[config.mk]
export PLATFORM = sky130hd
export DESIGN_NAME = w450_mem_resp_flat
export DESIGN_NICKNAME = d
export VERILOG_FILES = /design/src/rtl/w450_mem_resp_if.sv /design/src/rtl/w450_mem_resp.sv /design/src/flat_wrapper.sv
export SDC_FILE = /design/constraint.sdc
export NUM_CORES = 2
export LEC_CHECK = 0
export BUFFER_PORTS_ARGS = -buffer_cell sky130_fd_sc_hd__buf_2
export CORE_MARGIN = 8
export CORE_UTILIZATION = 35
export DETAILED_ROUTE_END_ITERATION = 12
export GPL_ROUTABILITY_DRIVEN = 0
export SYNTH_ARGS = -nofsm -noshare
export SYNTH_HDL_FRONTEND = slang
export SYNTH_SLANG_ARGS = --single-unit
[constraint.sdc]
create_clock -name clk -period 8.5 [get_ports clk]
set_clock_uncertainty 0.2 [all_clocks]
set_input_delay 2.125 -clock clk [delete_from_list [all_inputs] [get_ports clk]]
set_output_delay 2.125 -clock clk [all_outputs]
set_load 0.05 [all_outputs]
[src/rtl/w450_mem_resp_if.sv]
// rtl/w450_mem_resp_if.sv - processor read/write ports and byte-serial loader bundle for w450_mem_resp
interface w450_mem_resp_if #(
    parameter int n = 8
);
    logic [n-1:0] mem_rd_addr1;
    logic [n-1:0] mem_rd_data1;
    logic [n-1:0] mem_rd_addr2;
    logic [n-1:0] mem_rd_data2;
    logic [n-1:0] mem_wr_addr;
    logic [n-1:0] mem_wr_data;
    logic         mem_wr_en;
    logic         load_start;
    logic         load_valid;
    logic [n-1:0] load_data;
    logic         load_last;
    logic         load_ready;

    modport master (
        output mem_rd_addr1, mem_rd_addr2, mem_wr_addr, mem_wr_data, mem_wr_en,
        output load_start, load_valid, load_data, load_last,
        input  mem_rd_data1, mem_rd_data2, load_ready
    );

    modport slave (
        input  mem_rd_addr1, mem_rd_addr2, mem_wr_addr, mem_wr_data, mem_wr_en,
        input  load_start, load_valid, load_data, load_last,
        output mem_rd_data1, mem_rd_data2, load_ready
    );
endinterface

[src/rtl/w450_mem_resp.sv]
// rtl/w450_mem_resp.sv - w450 memory with power-up clear, program loader, cpu reset hold and write statistics
module w450_mem_resp #(
    parameter int n      = 8,
    parameter int WCNT_W = 16
) (
    input  logic              clk,
    input  logic              reset,
    w450_mem_resp_if.slave    bus,
    input  logic              protect_en,
    output logic              cpu_reset,
    output logic [n:0]        load_count,
    output logic [WCNT_W-1:0] wr_count,
    output logic              wr_violation
);
    localparam int DEPTH = 1 << n;

    typedef enum logic [1:0] {
        ST_CLEAR = 2'd0,
        ST_IDLE  = 2'd1,
        ST_LOAD  = 2'd2,
        ST_RUN   = 2'd3
    } state_t;

    state_t            state_q, state_d;
    logic [n-1:0]      ptr_q, ptr_d;
    logic [n:0]        load_count_q, load_count_d;
    logic [WCNT_W-1:0] wr_count_q, wr_count_d;
    logic              wr_violation_q, wr_violation_d;
    logic              cpu_reset_q;
    logic [n-1:0]      mem_q [DEPTH];

    logic              mem_we;
    logic [n-1:0]      mem_waddr;
    logic [n-1:0]      mem_wdata;
    logic              ptr_last;
    logic              byte_take;
    logic              cpu_wr;
    logic              cpu_blocked;

    assign ptr_last    = &ptr_q;
    // A restart request wins over a byte presented in the same cycle.
    assign byte_take   = (state_q == ST_LOAD) && bus.load_valid && !bus.load_start;
    assign cpu_wr      = (state_q == ST_RUN) && bus.mem_wr_en;
    assign cpu_blocked = protect_en && ({1'b0, bus.mem_wr_addr} < load_count_q);

    always_ff @(posedge clk) begin
        if (reset) begin
            state_q        <= ST_CLEAR;
            ptr_q          <= '0;
            load_count_q   <= '0;
            wr_count_q     <= '0;
            wr_violation_q <= 1'b0;
            cpu_reset_q    <= 1'b1;
        end else begin
            state_q        <= state_d;
            ptr_q          <= ptr_d;
            load_count_q   <= load_count_d;
            wr_count_q     <= wr_count_d;
            wr_violation_q <= wr_violation_d;
            cpu_reset_q    <= (state_d != ST_RUN);
        end
    end

    always_ff @(posedge clk) begin
        if (mem_we && !reset) begin
            mem_q[mem_waddr] <= mem_wdata;
        end
    end

    always_comb begin
        state_d = state_q;
        case (state_q)
            ST_CLEAR: if (ptr_last) state_d = ST_IDLE;
            ST_IDLE:  if (bus.load_start) state_d = ST_LOAD;
            ST_LOAD: begin
                if (bus.load_start)                              state_d = ST_LOAD;
                else if (byte_take && (bus.load_last || ptr_last)) state_d = ST_RUN;
            end
            ST_RUN:   if (bus.load_start) state_d = ST_LOAD;
            default:  state_d = ST_CLEAR;
        endcase
    end

    // Write port priority: clear, then loader, then processor (the last two never overlap).
    always_comb begin
        ptr_d          = ptr_q;
        load_count_d   = load_count_q;
        wr_count_d     = wr_count_q;
        wr_violation_d = wr_violation_q;
        mem_we         = 1'b0;
        mem_waddr      = ptr_q;
        mem_wdata      = '0;
        if (state_q == ST_CLEAR) begin
            mem_we = 1'b1;
            ptr_d  = ptr_q + n'(1);
        end else if (bus.load_start) begin
            ptr_d        = '0;
            load_count_d = '0;
        end else if (byte_take) begin
            mem_we       = 1'b1;
            mem_wdata    = bus.load_data;
            ptr_d        = ptr_q + n'(1);
            load_count_d = load_count_q + (n+1)'(1);
        end
        if (cpu_wr) begin
            if (cpu_blocked) begin
                wr_violation_d = 1'b1;
            end else begin
                mem_we    = 1'b1;
                mem_waddr = bus.mem_wr_addr;
                mem_wdata = bus.mem_wr_data;
                if (!(&wr_count_q)) wr_count_d = wr_count_q + WCNT_W'(1);
            end
        end
    end

    always_comb begin
        bus.load_ready   = (state_q == ST_LOAD);
        bus.mem_rd_data1 = mem_q[bus.mem_rd_addr1];
        bus.mem_rd_data2 = mem_q[bus.mem_rd_addr2];
        cpu_reset        = cpu_reset_q;
        load_count       = load_count_q;
        wr_count         = wr_count_q;
        wr_violation     = wr_violation_q;
    end
endmodule

[src/flat_wrapper.sv]
// flat-port wrapper written by rule: the top's interface ports become plain ports
module w450_mem_resp_flat 
#(
    parameter int n      = 8,
    parameter int WCNT_W = 16
)
  (clk, reset, protect_en, cpu_reset, load_count, wr_count, wr_violation, bus_mem_rd_addr1, bus_mem_rd_addr2, bus_mem_wr_addr, bus_mem_wr_data, bus_mem_wr_en, bus_load_start, bus_load_valid, bus_load_data, bus_load_last, bus_mem_rd_data1, bus_mem_rd_data2, bus_load_ready);
  w450_mem_resp_if #(.n(n)) bus_i ();
  input  logic clk;
  input  logic reset;
  input  logic protect_en;
  output logic cpu_reset;
  output logic [n:0] load_count;
  output logic [WCNT_W-1:0] wr_count;
  output logic wr_violation;
  input wire logic [$bits(bus_i.mem_rd_addr1)-1:0] bus_mem_rd_addr1;
  input wire logic [$bits(bus_i.mem_rd_addr2)-1:0] bus_mem_rd_addr2;
  input wire logic [$bits(bus_i.mem_wr_addr)-1:0] bus_mem_wr_addr;
  input wire logic [$bits(bus_i.mem_wr_data)-1:0] bus_mem_wr_data;
  input wire logic [$bits(bus_i.mem_wr_en)-1:0] bus_mem_wr_en;
  input wire logic [$bits(bus_i.load_start)-1:0] bus_load_start;
  input wire logic [$bits(bus_i.load_valid)-1:0] bus_load_valid;
  input wire logic [$bits(bus_i.load_data)-1:0] bus_load_data;
  input wire logic [$bits(bus_i.load_last)-1:0] bus_load_last;
  output wire logic [$bits(bus_i.mem_rd_data1)-1:0] bus_mem_rd_data1;
  output wire logic [$bits(bus_i.mem_rd_data2)-1:0] bus_mem_rd_data2;
  output wire logic [$bits(bus_i.load_ready)-1:0] bus_load_ready;
  assign bus_i.mem_rd_addr1 = bus_mem_rd_addr1;
  assign bus_i.mem_rd_addr2 = bus_mem_rd_addr2;
  assign bus_i.mem_wr_addr = bus_mem_wr_addr;
  assign bus_i.mem_wr_data = bus_mem_wr_data;
  assign bus_i.mem_wr_en = bus_mem_wr_en;
  assign bus_i.load_start = bus_load_start;
  assign bus_i.load_valid = bus_load_valid;
  assign bus_i.load_data = bus_load_data;
  assign bus_i.load_last = bus_load_last;
  assign bus_mem_rd_data1 = bus_i.mem_rd_data1;
  assign bus_mem_rd_data2 = bus_i.mem_rd_data2;
  assign bus_load_ready = bus_i.load_ready;
  w450_mem_resp #(.n(n), .WCNT_W(WCNT_W)) u_core (.clk(clk), .reset(reset), .bus(bus_i), .protect_en(protect_en), .cpu_reset(cpu_reset), .load_count(load_count), .wr_count(wr_count), .wr_violation(wr_violation));
endmodule
==> summary by stage <==
CTS
The number of H-tree branching levels is 4. The CTS sink count is roughly 2100. The clock-pin slew of the registers on the worst-case setup and hold paths is roughly 0.070 ns. TritonCTS built the clock tree. Clock tree synthesis selected as its root buffer the cell clkbuf_16. The maximum buffer depth of the clock tree is 4.

The TritonCTS buffer count is about 220. The latest clock arrival within the worst-skew pair is 0.86 ns.

Final layout
The share of the core filled with cells in the final layout is 0.3983. The layout-stage area growth over the synthesis result is 13.39%. The net count of the finished layout is 5612.

The share of cells above drive strength 1 is 0.3175. After routing the design area is 112400 sq um. After filler insertion, the fill cell instance count of the layout stands at approximately 25000. The footprint of the flip-flops and latches is slightly above 60000 sq um. In the final layout, the multi-input gates occupy approximately 34000 sq um.

STA
The share of the cycle needed by the critical path after routing is 1.004. After layout, the minimum clock period comes to roughly 8.5 ns. The final number of hold-violating endpoints is 0. Setup repair after global routing left no endpoint under its margin. For the pin with the worst max-slew slack, the measured transition is between 1 and 1.5 ns. Setup violations remaining at the end of the flow were counted as 1. The max-slew violation count is 0. Measured against its own limit, the worst slew margin works out to 0.01373. The post-route worst setup slack is -0.03436 ns. The highest clock frequency the design can meet is 117.2 MHz.

Yosys
Of the total synthesized cell area, the portion taken by XOR and XNOR cells is 0.001503. In the synthesized netlist the async set-or-reset flop fraction comes to 0. The predominant post-synthesis flop cell is edfxtp_1.

The fraction of the mapped netlist area in simple logic gates is 0.03774. Yosys printed 0 warnings. After synthesis, the largest family of logic cells by area is multiplexers. After synthesis, the share of cell area in mux cells is 0.2602. The number of unique standard cell types used by synthesis is 79. The share of the synthesized area in compound gates (AO/OA/AOI/OAI) is 0.04266. After synthesis the netlist holds a flip-flop and latch count of around 2100. The average size of a mapped cell is roughly 19 sq um.

After synthesis the cells add up to about 99000 sq um. The count of flip-flops with a built-in enable after synthesis is 2048. Of the total synthesized cell area, the portion taken by full adders, half adders and majority gates is 0.001263.

The count of mapped cells out of synthesis is 5314. The net count after synthesis is between 5000 and 6000. The sequential share of the synthesized area is 0.6281.

Drt
The initial DRC count is 8290. After detailed routing, the number of remaining DRC violations is 0. The total number of vias is a little under 60000. The detail-routed via count per cell is 6.242. The total wire length after detailed routing is ~330000 um. The first-pass detailed-route iteration total is 6. The detail-routed net length per standard cell is 34.82 um. The number of nets still failing antenna checks after routing is 0.

Placed design
Summing all placed instances gives a cell area of about 110000 sq um. In this run the tool buffered the top-level ports with 90 buffer cells. The half-perimeter wire length of the detailed placement result is approximately 220000 um.

Global route
The number of global-route vias before repair is just under 60000. The residual overflow from global routing is 0. The wire length of the first global-routing pass is between 400000 and 500000 um. The number of antenna violations at the first check in global routing is 17. Entering global routing, the biggest net connects around 170 pins. The total global routing track utilization is 0.2128.

Setup path
For flop-to-flop paths, the worst setup slack is 3.74 ns. Data arrives at the worst endpoint at roughly 6.2 ns. In this run the worst setup path begins at bus_mem_rd_addr2[1]. The required time at the endpoint of the critical path is slightly above 6 ns.

The worst setup path category is in2out. STA classifies the critical path startpoint as an input port. The largest fanout of any net on the critical path is 28.

Following the worst setup path forward leads to its endpoint at bus_mem_rd_data2[0]. The depth of the worst register-to-register path is 12. The startpoint of the worst-slack reg-to-reg timing path is u_core.load_count[6].

STA classifies the critical path endpoint as an output port. In this run the critical register-to-register path is captured at u_core.mem_q[187][1].

Floorplan
The initial core utilization is 0.3513. The floorplan has slightly below 200 rows. The number of placed I/O pins is 91. The die covers between 300000 and 400000 sq um. Measured along the y axis, the die boundary spans 548.1 um.

The core area is around 280000 sq um. The die width is 548.1 um.

Run status
The flow ran to the end, but the final reports show violations. The final reports fail on capacitance limit, setup timing.

Pwr
VDD sags by at most around 180 uV. The cell area power density is around 200 nW/um^2. Summed over all cells, the static leakage comes to slightly above 30 nW.

Job
The number of max-cap violations is 1.

Worst hold path
In this run the most critical hold path is launched from u_core.wr_violation. The class of the worst hold path is reg2reg.
==> worst max-delay path, cell delays in order <==
cell,delay (ns)
buf_8,0.42
buf_12,0.27
buf_4,0.24
mux4_2,0.22
nand2_1,0.13
a32oi_1,0.49
a211oi_1,0.42
a2111oi_1,1.31
buf_4,0.31
buf_12,0.14
==> registers in the layout (all words and copies together), names as in the netlist <==
signal	cells
u_core.wr_violation	1
u_core.load_count	9
u_core.cpu_reset	1
u_core.state_q	2
u_core.wr_count	16
u_core.ptr_q	8
u_core.mem_q	2048
==> per-layer routing <==
layer	track usage	vias up	part of all wire
li1	-	23125	-
met1	0.2850	31620	0.38
met2	0.3293	3729	0.46
met3	0.05279	682	0.11
met4	0.09536	8	0.053
met5	0	-	0.00016
==> kinds of logic after synthesis <==
group / after synthesis
buffers and inverters: 432
multiplexers: 1355
AO/OA/AOI/OAI: 584
XOR/XNOR: 17
adder cells (fa/ha/maj): 10
AND/OR/NAND/NOR: 831
flip-flops: 2085
==> where the power goes <==
group          switching, W  internal [W]  total [W]
Sequential       0.00000723        0.0111     0.0111
Clock               0.00414       0.00543    0.00956
Combinational      0.000922      0.000523    0.00145
==> stage by stage <==
stage	setup WS, ns	setup TNS (ns)	std cells	total power, W	hold WS [ns]
after floorplan	0.8662	0	5314	0.01218	0.3341
after global placement	-0.1795	-0.1795	9080	0.01277	0.2578
after detailed placement	-0.1990	-0.1990	9080	0.01277	0.2657
after CTS	0.03481	0	9470	0.02219	0.2939
after global routing	0.04660	0	9476	0.02260	0.3324
final	-0.03436	-0.03436	9479	0.02214	0.3028
==> timing repair <==
action                                  in CTS  in global routing
buffers inserted                             0                  0
hold buffers                                 0                  0
endpoints found under the setup margin       1                  1
gates resized for setup                      1                  2
==> synth_stat cells, types with 15 or more instances <==
cell / instances / area share
nand2b_1: 34 / 0.0021
buf_2: 142 / 0.0072
nor2b_1: 28 / 0.0018
and2_1: 22 / 0.0014
mux2i_2: 16 / 0.0022
buf_6: 65 / 0.0074
a22oi_1: 79 / 0.0060
dfxtp_1: 37 / 0.0075
a21oi_1: 66 / 0.0033
nor2_1: 383 / 0.015
o221ai_1: 26 / 0.0023
nand3_1: 38 / 0.0019
nand2_1: 195 / 0.0074
edfxtp_1: 2048 / 0.62
and3_1: 15 / 0.00095
nor3_1: 51 / 0.0026
mux4_2: 969 / 0.22
clkbuf_1: 79 / 0.0030
a221oi_1: 46 / 0.0041
o21ai_1: 40 / 0.0020
a22o_1: 17 / 0.0015
a31oi_1: 39 / 0.0025
mux2_2: 27 / 0.0031
o22ai_1: 56 / 0.0035
buf_1: 26 / 0.00098
mux2i_1: 341 / 0.034
buf_4: 91 / 0.0069
o211ai_1: 53 / 0.0040
o21ai_0: 34 / 0.0017
a211oi_1: 36 / 0.0027
a31oi_2: 16 / 0.0020
a32oi_1: 26 / 0.0023
xnor2_1: 16 / 0.0014
==> cell type report <==
class,instances,area share
flip-flops and latches,2085,0.5540
multi-input cells,2797,0.3054
clock buffers,258,0.05007
well taps,3743,0.04168
diodes,10,0.0002227
clock inverters,132,0.01202
inverters,14,0.0005234
repair buffers,440,0.03607
==> placed cells by master, fill, tap and decap left out, types with 34 or more instances in the layout <==
master	Yosys	final
buf_4	91	299
a22oi_1	79	79
a211oi_1	36	36
a221oi_1	46	46
o21ai_1	40	40
a21oi_1	66	66
nand3_1	38	38
nand2_1	195	195
buf_12	5	70
nor3_1	51	51
nand2b_1	34	34
o211ai_1	53	53
a31oi_1	39	39
edfxtp_1	2048	2048
o21ai_0	34	34
mux4_2	969	969
buf_2	142	65
mux2i_1	341	341
o22ai_1	56	56
clkinv_2	0	40
clkbuf_16	0	218
dfxtp_1	37	37
clkbuf_1	79	38
clkinv_1	0	42
nor2_1	383	379
==> worst min-delay path by stage <==
stage | endpoint | slack (ns) | depth (start not counted)
global route | u_core.wr_violation | 0.33 | 2
CTS | u_core.wr_violation | 0.29 | 2
detailed placement | u_core.wr_violation | 0.27 | 2
finish | u_core.wr_violation | 0.30 | 2
floorplan | u_core.ptr_q[4] | 0.33 | 2
global placement | u_core.wr_violation | 0.26 | 2
Note: power is estimated with default switching activity, not from simulation.
